--- config.mk ---
export PLATFORM = sky130hd
export DESIGN_NAME = ps2_line_filter_flat
export DESIGN_NICKNAME = d
export VERILOG_FILES = /design/src/rtl/ps2_line_filter_pkg.sv /design/src/rtl/ps2_line_filter_if.sv /design/src/rtl/ps2_line_filter_ch.sv /design/src/rtl/ps2_line_filter.sv /design/src/flat_wrapper.sv
export SDC_FILE = /design/constraint.sdc
export NUM_CORES = 1
export LEC_CHECK = 0
export ABC_CLOCK_PERIOD_IN_PS = 1580
export CAP_MARGIN = 25
export CORE_UTILIZATION = 50
export CTS_CLUSTER_DIAMETER = 80
export DETAILED_ROUTE_END_ITERATION = 6
export MAX_ROUTING_LAYER = met4
export PLACE_DENSITY = 0.8
export SETUP_SLACK_MARGIN = 0.2
export SLEW_MARGIN = 20
export SYNTH_ARGS = -nofsm -noshare
export SYNTH_HDL_FRONTEND = slang
export SYNTH_SLANG_ARGS = --single-unit
--- constraint.sdc ---
create_clock -name clk -period 1.58 [get_ports clk]
set_input_delay 0.474 -clock clk [delete_from_list [all_inputs] [get_ports clk]]
set_output_delay 0.474 -clock clk [all_outputs]
set_load 0.02 [all_outputs]
--- src/rtl/ps2_line_filter_pkg.sv ---
// ps2_pkg: shared PS/2 line constants and counter sizing helper.
package ps2_pkg;
  localparam logic PS2_IDLE = 1'b1;
  localparam int PS2_CLK_CH = 0;
  localparam int PS2_DAT_CH = 1;
  function automatic int min_cnt_w(input int thresh);
    for (int w = 1; w < 31; w++) if ((1 << w) >= thresh) return w;
    return 31;
  endfunction
endpackage

--- src/rtl/ps2_line_filter_if.sv ---
// ps2_line_filter_if: raw PS/2 lines in, filtered levels and edge strobes out.
interface ps2_line_filter_if #(parameter int CHANNELS = 2);
  logic ce;
  logic [CHANNELS-1:0] in, out, rise, fall;
  modport master(output ce, in, input out, rise, fall);
  modport slave(input ce, in, output out, rise, fall);
endinterface

--- src/rtl/ps2_line_filter_ch.sv ---
// ps2_line_filter_ch: one-line synchroniser, run-length glitch filter and edge strobes.
module ps2_line_filter_ch
  import ps2_pkg::*;
#(
  parameter int CNT_W = 4,
  parameter int THRESH = 8,
  parameter logic RESET_VAL = PS2_IDLE
) (
  input  logic clk,
  input  logic rst,
  input  logic ce,
  input  logic in,
  output logic out,
  output logic rise,
  output logic fall
);
  if (THRESH < 1 || CNT_W < min_cnt_w(THRESH)) begin : g_bad_thresh
    $error("ps2_line_filter_ch: THRESH %0d outside 1..2**CNT_W", THRESH);
  end
  localparam logic [CNT_W-1:0] LAST = CNT_W'(THRESH - 1);
  logic s1, s2, hit;
  logic [CNT_W-1:0] cnt;
  assign hit = (s2 != out) && ce && (cnt == LAST);
  always_ff @(posedge clk) begin
    if (rst) begin
      s1   <= RESET_VAL;
      s2   <= RESET_VAL;
      out  <= RESET_VAL;
      cnt  <= '0;
      rise <= 1'b0;
      fall <= 1'b0;
    end else begin
      s1   <= in;
      s2   <= s1;
      // a sample matching out discards any partial run, even with ce low
      cnt  <= (s2 == out || hit) ? '0 : ce ? cnt + 1'b1 : cnt;
      out  <= hit ? s2 : out;
      rise <= hit && s2;
      fall <= hit && !s2;
    end
  end
endmodule

--- src/rtl/ps2_line_filter.sv ---
// ps2_line_filter: independent glitch filters for the PS/2 clock and data lines.
module ps2_line_filter
  import ps2_pkg::*;
#(
  parameter int CHANNELS = 2,
  parameter int CNT_W = 4,
  parameter int THRESH = 8,
  parameter logic RESET_VAL = PS2_IDLE
) (
  input logic clk,
  input logic rst,
  ps2_line_filter_if.slave bus
);
  for (genvar i = 0; i < CHANNELS; i++) begin : g_ch
    ps2_line_filter_ch #(
      .CNT_W(CNT_W),
      .THRESH(THRESH),
      .RESET_VAL(RESET_VAL)
    ) u_ch (
      .clk(clk),
      .rst(rst),
      .ce(bus.ce),
      .in(bus.in[i]),
      .out(bus.out[i]),
      .rise(bus.rise[i]),
      .fall(bus.fall[i])
    );
  end
endmodule

--- src/flat_wrapper.sv ---
// flat-port wrapper written by rule: the top's interface ports become plain ports
module ps2_line_filter_flat import ps2_pkg::*;
#(
  parameter int CHANNELS = 2,
  parameter int CNT_W = 4,
  parameter int THRESH = 8,
  parameter logic RESET_VAL = PS2_IDLE
)
  (clk, rst, bus_ce, bus_in, bus_out, bus_rise, bus_fall);
  ps2_line_filter_if #(.CHANNELS(CHANNELS)) bus_i ();
  input logic clk;
  input logic rst;
  input wire logic [$bits(bus_i.ce)-1:0] bus_ce;
  input wire logic [$bits(bus_i.in)-1:0] bus_in;
  output wire logic [$bits(bus_i.out)-1:0] bus_out;
  output wire logic [$bits(bus_i.rise)-1:0] bus_rise;
  output wire logic [$bits(bus_i.fall)-1:0] bus_fall;
  assign bus_i.ce = bus_ce;
  assign bus_i.in = bus_in;
  assign bus_out = bus_i.out;
  assign bus_rise = bus_i.rise;
  assign bus_fall = bus_i.fall;
  ps2_line_filter #(.CHANNELS(CHANNELS), .CNT_W(CNT_W), .THRESH(THRESH), .RESET_VAL(RESET_VAL)) u_core (.clk(clk), .rst(rst), .bus(bus_i));
endmodule
# --- Word level (Yosys, flattened, before mapping) ---
# Cells that the tools add are included.
word_totals:
  reg_bits: 18
  input_bits: 5
  output_inout_bits: 6
  wordCells: 34
op_classes:
  add_sub_neg: 2
  eq_ne: 6
  n_reduce_logical: 14
ops:
  columns: ["op", "count"]
  rows:
  - ["adder 4 x 1 -> 4 bit, second input constant", 2]
  - ["equality test 4 x 3 -> 1 bit, second input constant", 2]
  - ["logical AND 1 bit", 8]
  - ["OR reduction 2 bit", 2]
  - ["equality test 1 bit", 2]
  - ["logical NOT 1 bit", 2]
  - ["logical OR 1 bit", 2]
  - ["inequality test 1 bit", 2]

# --- Logic depth before layout (Yosys ltp) ---
# Gate-level depths: netlist of the first run.
logic_depth:
  word_depth: 5
  depth_mapped: 4
  mapped_depth_nobuf: 4

# --- Hierarchy ---
# Synthesis of the first run repeated with hierarchy kept, for this count alone.
hier_totals:
  cells_unflattened: 60
  area_unflattened_um2: 685.7
by_module_without_submodules:
  columns: ["module", "n_inst", "cells_each", "area_each_um2"]
  rows:
  - ["ps2_line_filter_ch", 2, 30, 342.8]

# --- Worst setup path before layout of the first run ---
# Ideal clock, no wire load.
synth_path:
  path_type: "input-to-reg"
  from: "input port bus_ce"
  to: "register u_core.g_ch[1].u_ch.cnt[0]"
  t_arrival_ns: 1.173
  required_ns: 1.516
  path_slack_ns: 0.343
  stages: 4
  n_path_buf: 1
  cell_sequence: "buf_6 -> nand4b_4 -> or3b_1 -> nor2_1"
synth_between:
  elab_chain_len: 4
synth_rtl:
  columns: ["element", "line_no", "text"]
  rows:
  - ["start, declared", "flat_wrapper.sv:13", "input wire logic [$bits(bus_i.ce)-1:0] bus_ce;"]
  - ["logical AND 1 bit (2 in series)", "ps2_line_filter_ch.sv:23", "assign hit = (s2 != out) && ce && (cnt == LAST);"]
  - ["logical OR 1 bit", "ps2_line_filter_ch.sv:36", "cnt <= (s2 == out || hit) ? '0 : ce ? cnt + 1'b1 : cnt;"]
  - ["OR reduction 2 bit (no source line)", null, null]
  - ["end signal, assigned", "ps2_line_filter_ch.sv:36", null]
  - ["end, declared", "ps2_line_filter_ch.sv:22", "logic [CNT_W-1:0] cnt;"]
# Several ways; a longest one is shown, not always the timed one.
# A chain may end at the register's enable or synchronous reset.

# --- Worst setup path in the final report of the first run ---
layout_path:
  from: "register u_core.g_ch[1].u_ch.fall"
  to: "output port bus_fall[1]"
layout_rtl:
  columns: ["element", "line_no", "text"]
  rows:
  - ["start, declared", "ps2_line_filter_ch.sv:15", "output logic fall"]
  - ["start signal, assigned", "ps2_line_filter_ch.sv:39", "fall <= hit && !s2;"]
  - ["end, declared", "flat_wrapper.sv:17", "output wire logic [$bits(bus_i.fall)-1:0] bus_fall;"]
# No word-level cell between the ends.

==> results of run 1 <==
-- per-layer routing --
layer | vias up | part of all wire | global-route usage
li1 | 242 | - | -
met1 | 212 | 0.47 | 0.188
met2 | 9 | 0.48 | 0.278
met3 | 0 | 0.053 | 0.100
met4 | 0 | 0 | 0.0517
met5 | - | 0 | -
-- final timing paths --
path,slack [ps],to,cells after the start,start
min reg2reg,420,u_core.g_ch[1].u_ch.s2$_SDFF_PP1_,1,u_core.g_ch[1].u_ch.s1$_SDFF_PP1_
max reg2reg,320,u_core.g_ch[1].u_ch.cnt[0]$_SDFFE_PP0P_,4,u_core.g_ch[1].u_ch.cnt[0]$_SDFFE_PP0P_
min,420,u_core.g_ch[1].u_ch.s2$_SDFF_PP1_,1,u_core.g_ch[1].u_ch.s1$_SDFF_PP1_
max,250,bus_fall[1],1,u_core.g_ch[1].u_ch.fall$_SDFF_PP0_
-- registers in the layout (all words and copies together), names as in the netlist --
register,cells
u_core.g_ch.u_ch.s2,2
u_core.g_ch.u_ch.cnt,8
u_core.g_ch.u_ch.fall,2
u_core.g_ch.u_ch.s1,2
u_core.g_ch.u_ch.rise,2
u_core.g_ch.u_ch.out,2
-- stage by stage --
| step | hold slack, ps | cells | TNS, ps | utilization |
|---|---|---|---|---|
| floorplan | 389 | 67 | 0 | - |
| global placement | 394 | 89 | -1100 | 0.617 |
| detailed placement | 396 | 89 | -1670 | 0.617 |
| CTS | 421 | 93 | 0 | 0.644 |
| global route | 443 | 93 | 0 | 0.627 |
| finish | 421 | 93 | 0 | 0.627 |
-- synth_stat cells --
master	instances	area share
nand4b_1	1	0.012
xnor2_1	4	0.048
buf_6	1	0.015
nor2_1	6	0.031
inv_1	1	0.0052
nand2_1	4	0.021
buf_4	6	0.062
clkbuf_1	1	0.0052
nand4_1	2	0.017
nand4b_4	1	0.033
or2_2	4	0.034
nand3_1	1	0.0069
xor2_1	4	0.048
or3b_1	1	0.012
dfxtp_1	18	0.50
nor4b_1	4	0.048
and3_1	1	0.0086
mux2i_1	4	0.055
nor3_1	1	0.0069
ha_1	2	0.034
-- report_power, final --
part           total, mW  leakage, nW  switching [mW]  internal, mW
clock network      0.284       0.0210           0.143         0.140
registers          0.463        0.146         0.00374         0.459
logic             0.0368        0.192          0.0151        0.0217
-- repair_timing --
action	4_1_cts	5_1_grt
setup endpoints to repair	18	4
resized for setup	20	4
pin swaps	0	0
endpoints found under the hold margin	0	0
-- cell type report --
type	instances	area [µm²]
well taps	15	18.8
repair buffers	15	113
clock buffers	4	36.3
inverters	1	3.75
flip-flops and latches	18	362
fillers	112	498
multi-input cells	40	303
-- cell families (layout without fill, tap and decap cells) --
| group | Yosys count | in the layout | synth area share |
|---|---|---|---|
| xor+xnor | 8 | 8 | 0.0964 |
| flops | 18 | 18 | 0.496 |
| mux | 4 | 4 | 0.0551 |
| simple gates | 26 | 26 | 0.231 |
| fa+ha+maj | 2 | 2 | 0.0344 |
| buf+inv | 9 | 20 | 0.0878 |
==> flow_metrics.py, run 1 <==
metrics = {
    "worst_setup_path": {
        "cp-start-kind": "flop",
        "worst-path-buf-inv": 1,
        "path_cells": "clkdlybuf4s15_2",
        "slowest_delay_ps": 320,
        "cp.arrival_ps": 860,
        "critPathSlowestCell": "dfxtp_1",
        "path_class": "reg -> out",
        "path_max_fanout": 1,
        "critPathTopFamily": "flip-flops",
        "end_kind": "primary output",
        "cp_data_required_time_ps": 1110,
    },
    "place": {
        "placed_cell_area_um2": 823,
        "gp_congestion": 0.690,
        "place_ws_ps": -154,
        "portBuffers": 10,
        "dp.final_hpwl_um": 810,
    },
    "drt": {
        "wl_um": 1070,
        "drtIter0Drc": 2,
        "vias": 463,
        "firstDrtPassIters": 2,
        "drt-wirelength-per-cell_um": 11.5,
        "avgViaCountPerCell": 4.98,
        "drc": 0,
        "route.antenna.remaining_nets": 0,
    },
    "min_path": {
        "hold_path.class": "reg -> reg",
    },
    "global_route": {
        "grt_pass1_vias": 415,
        "grt_start_max_net_pins": 11,
        "gr-total-overflow": 0,
        "grt_pass1_wl_um": 1750,
        "grt_use_total": 0.177,
        "antenna_found_initial": 0,
    },
    "yosys": {
        "synth-seq-cells": 18,
        "ys_types": 20,
        "yosysSeqAreaShare": 0.496,
        "syn_area_per_cell_um2": 10.8,
        "synth_nets": 74,
        "syn_area_um2": 727,
        "ys_warn_count": 0,
        "synthCells": 67,
    },
    "floorplanning": {
        "die-height_um": 40.1,
        "design.die.area_um2": 1610,
        "rows": 13,
        "core_um2": 1330,
        "io_pins": 11,
        "die_x_um": 40.1,
        "start_util": 0.545,
    },
    "final_layout": {
        "nets": 86,
        "syn2layout_area_growth_pct": 15.0,
        "final_common_cell": "dfxtp_1",
        "mostFrequentLayoutCells": "dfxtp_1, nor2_1, buf_4",
        "diodes": 0,
        "fin_area_um2": 836,
        "drive_above_1_share": 0.269,
    },
    "cts": {
        "cts_tree": "built",
        "cts_hold_buf": 0,
        "post-cts-setup-buffers": 0,
        "cts_max_path_buffers": 2,
        "cts_root_buffer": "clkbuf_4",
        "numCtsBuffers": 3,
        "htree_levels": 1,
        "clk_pin_slew_ps": 100,
        "cts_sinks": 18,
        "clock_latency_ps": 290,
    },
    "timing": {
        "period_share": 0.844,
        "finalCriticalPeriod_ps": 1330,
        "slew_headroom": 0.802,
        "final_max_slew_viol_count": 0,
        "fmax_mhz": 750,
        "skew_ps": 2.86,
        "worstMarginPinSlew_ps": 293,
        "timing.final.ws_setup_ps": 247,
        "rsz0062_at_grt": "false",
        "hold_viol_final": 0,
        "setup_viol": 0,
    },
    "run": {
        "max_cap_violations": 0,
    },
    "power_and_ir_drop": {
        "power_mw": 0.784,
        "power_leakage_nw": 0.359,
        "power-per-cell-area_nw_per_um2": 938,
        "irDropWorstVdd_mv": 0.587,
    },
    "status": {
        "status": "finished clean",
    },
}
Note: power is estimated with default switching activity, not from simulation.
==> inputs of run 2 (changes only) <==
--- a/config.mk
+++ b/config.mk
@@ -5,13 +5,13 @@
 export SDC_FILE = /design/constraint.sdc
 export NUM_CORES = 1
 export LEC_CHECK = 0
-export ABC_CLOCK_PERIOD_IN_PS = 1580
+export ABC_CLOCK_PERIOD_IN_PS = 1200
 export CAP_MARGIN = 25
-export CORE_UTILIZATION = 50
+export CORE_UTILIZATION = 45
 export CTS_CLUSTER_DIAMETER = 80
 export DETAILED_ROUTE_END_ITERATION = 6
 export MAX_ROUTING_LAYER = met4
-export PLACE_DENSITY = 0.8
+export PLACE_DENSITY = 0.76
 export SETUP_SLACK_MARGIN = 0.2
 export SLEW_MARGIN = 20
 export SYNTH_ARGS = -nofsm -noshare
==> constraint.sdc (replaced) <==
create_clock -name clk -period 1.2 [get_ports clk]
set_input_delay 0.36 -clock clk [delete_from_list [all_inputs] [get_ports clk]]
set_output_delay 0.36 -clock clk [all_outputs]
set_load 0.02 [all_outputs]
==> flow_metrics.py, run 2 (same netlist as run 1, synthesis figures left out) <==
metrics = {
    "status": {
        "status": "finished clean",
    },
    "floorplanning": {
        "io_pins": 11,
        "design.die.area_um2": 1780,
        "core_um2": 1510,
        "start_util": 0.483,
        "die_x_um": 42.2,
        "rows": 14,
        "die-height_um": 42.2,
    },
    "worst_setup_path": {
        "reg2reg_setup_slack_ps": 20,
        "timing.rr.end": "u_core.g_ch[1].u_ch.cnt[0]$_SDFFE_PP0P_",
        "path_max_fanout": 3,
        "r2r_cells": 4,
        "path_cells": "ha_4 -> nand4b_4 -> or3b_4 -> nor2_1",
        "end_kind": "flop",
        "slowest_delay_ps": 410,
        "cp_data_required_time_ps": 1440,
        "cp-start-kind": "flop",
        "cp.arrival_ps": 1410,
        "worstReg2RegStart": "u_core.g_ch[1].u_ch.cnt[1]$_SDFFE_PP0P_",
        "path_class": "reg -> reg",
        "critPathSlowestCell": "or3b_4",
    },
    "drt": {
        "drt-wirelength-per-cell_um": 13.8,
        "avgViaCountPerCell": 4.98,
        "wl_um": 1480,
        "route.antenna.remaining_nets": 0,
        "vias": 533,
        "firstDrtPassIters": 3,
        "drc": 0,
        "drtIter0Drc": 1,
    },
    "cts": {
        "numCtsBuffers": 3,
        "cts_max_path_buffers": 2,
        "htree_levels": 1,
        "cts_sinks": 18,
        "cts_tree": "built",
        "clock_latency_ps": 300,
        "cts_hold_buf": 0,
        "clk_pin_slew_ps": 100,
        "cts_root_buffer": "clkbuf_4",
    },
    "final_layout": {
        "top_register": "u_core.g_ch.u_ch.cnt",
        "final_cells": 107,
        "drive_above_1_share": 0.659,
        "final_common_cell": "buf_4",
        "mostFrequentLayoutCells": "buf_4, dfxtp_2, buf_6, dfxtp_1, or2_2",
        "largest_reg_flops": 8,
        "nets": 99,
        "diodes": 0,
        "syn2layout_area_growth_pct": 50.4,
    },
    "run": {
        "max_cap_violations": 0,
    },
    "timing": {
        "hold_viol_final": 0,
        "skew_ps": 2.53,
        "slew_headroom": 0.815,
        "period_share": 0.980,
        "fmax_mhz": 851,
        "finalCriticalPeriod_ps": 1180,
        "rsz0062_at_grt": "true",
        "worstMarginPinSlew_ps": 276,
        "setup_viol": 0,
        "timing.final.ws_setup_ps": 24.6,
        "final_max_slew_viol_count": 0,
    },
    "place": {
        "portBuffers": 10,
        "dp.final_hpwl_um": 883,
        "place_inst": 93,
        "place_ws_ps": -428,
        "gp_congestion": 0.693,
    },
    "global_route": {
        "grt_use_total": 0.180,
        "grt_pass1_vias": 581,
        "antenna_found_initial": 0,
        "gr-total-overflow": 0,
        "grt_start_max_net_pins": 11,
        "grt_pass1_wl_um": 2340,
    },
    "min_path": {
        "hold_path.class": "reg -> reg",
        "hp-start": "u_core.g_ch[0].u_ch.s1$_SDFF_PP1_",
        "worst_hold_path.endpoint": "u_core.g_ch[0].u_ch.s2$_SDFF_PP1_",
        "hold_depth": 1,
    },
    "power_and_ir_drop": {
        "power_leakage_nw": 0.457,
        "power-per-cell-area_nw_per_um2": 967,
        "irDropWorstVdd_mv": 0.793,
    },
}
==> run 2: changes by cell type in the layout (fill, tap and decap cells not counted), sizes merged <==
cell           delta
buf              +15
clkbuf            -1
clkdlybuf4s50     -1
==> run 2: what timing repair did <==
item | 4_1_cts | 5_1_grt
pin swaps | 6 | 10
endpoints found under the setup margin | 24 | 20
gates resized for setup | 49 | 17
buffers inserted | 4 | 6
==> run 2: area by class of cell <==
| cell class | instances | area [µm²] |
|---|---|---|
| clock buffers | 4 | 36.3 |
| fillers | 105 | 413 |
| inverters | 1 | 3.75 |
| multi-input cells | 40 | 407 |
| flip-flops and latches | 18 | 374 |
| well taps | 16 | 20.0 |
| repair buffers | 28 | 253 |
==> run 2: worst max-delay path: cells and delay by family, from the launching register on <==
family | cells | cell delay, ps
simple gates | 3 | 600
fa+ha+maj | 1 | 170
flops | 1 | 350
==> run 2: metrics by stage <==
step | util | total power [mW] | instance area [µm²] | hold WS, ps | TNS [ps]
global placement | 0.576 | 0.679 | 868 | 396 | -6310
floorplan | - | 0.656 | 757 | 389 | 0
detailed placement | 0.576 | 0.681 | 868 | 395 | -6660
CTS | 0.646 | 1.05 | 973 | 419 | 0
global route | 0.726 | 1.11 | 1090 | 436 | -84.8
finish | 0.726 | 1.06 | 1090 | 418 | 0
==> run 2: report_power, final <==
| part | switching, mW | internal (mW) | leakage, nW |
|---|---|---|---|
| clock | 0.191 | 0.185 | 0.0210 |
| sequential | 0.00664 | 0.605 | 0.149 |
| combinational | 0.0298 | 0.0394 | 0.287 |
==> run 2: worst max-delay path by stage <==
stage / startpoint / end / cells after the start
6_report: u_core.g_ch[1].u_ch.cnt[1]$_SDFFE_PP0P_ / u_core.g_ch[1].u_ch.cnt[0]$_SDFFE_PP0P_ / 4
5_1_grt: u_core.g_ch[1].u_ch.cnt[1]$_SDFFE_PP0P_ / u_core.g_ch[1].u_ch.out$_SDFFE_PP1P_ / 5
3_3_place_gp: bus_ce / u_core.g_ch[1].u_ch.rise$_SDFF_PP0_ / 4
3_5_place_dp: bus_ce / u_core.g_ch[0].u_ch.rise$_SDFF_PP0_ / 3
2_1_floorplan: u_core.g_ch[1].u_ch.cnt[0]$_SDFFE_PP0P_ / u_core.g_ch[1].u_ch.cnt[0]$_SDFFE_PP0P_ / 4
4_1_cts: u_core.g_ch[1].u_ch.cnt[1]$_SDFFE_PP0P_ / u_core.g_ch[1].u_ch.cnt[1]$_SDFFE_PP0P_ / 4
==> run 2: layer usage <==
layer / routed length, µm / vias to the layer above / GRT usage
met1: 614 / 255 / 0.194
met3: 37 / 2 / 0.0259
met5: 0 / - / -
li1: - / 266 / -
met4: 21 / 0 / 0.0938
met2: 806 / 10 / 0.317
==> inputs of run 3 (changes only) <==
--- a/config.mk
+++ b/config.mk
@@ -13,7 +13,6 @@
 export MAX_ROUTING_LAYER = met4
 export PLACE_DENSITY = 0.76
 export SETUP_SLACK_MARGIN = 0.2
-export SLEW_MARGIN = 20
 export SYNTH_ARGS = -nofsm -noshare
 export SYNTH_HDL_FRONTEND = slang
 export SYNTH_SLANG_ARGS = --single-unit
==> results of run 3 <==
Final layout, timing and power as in run 2 (identical DEF).
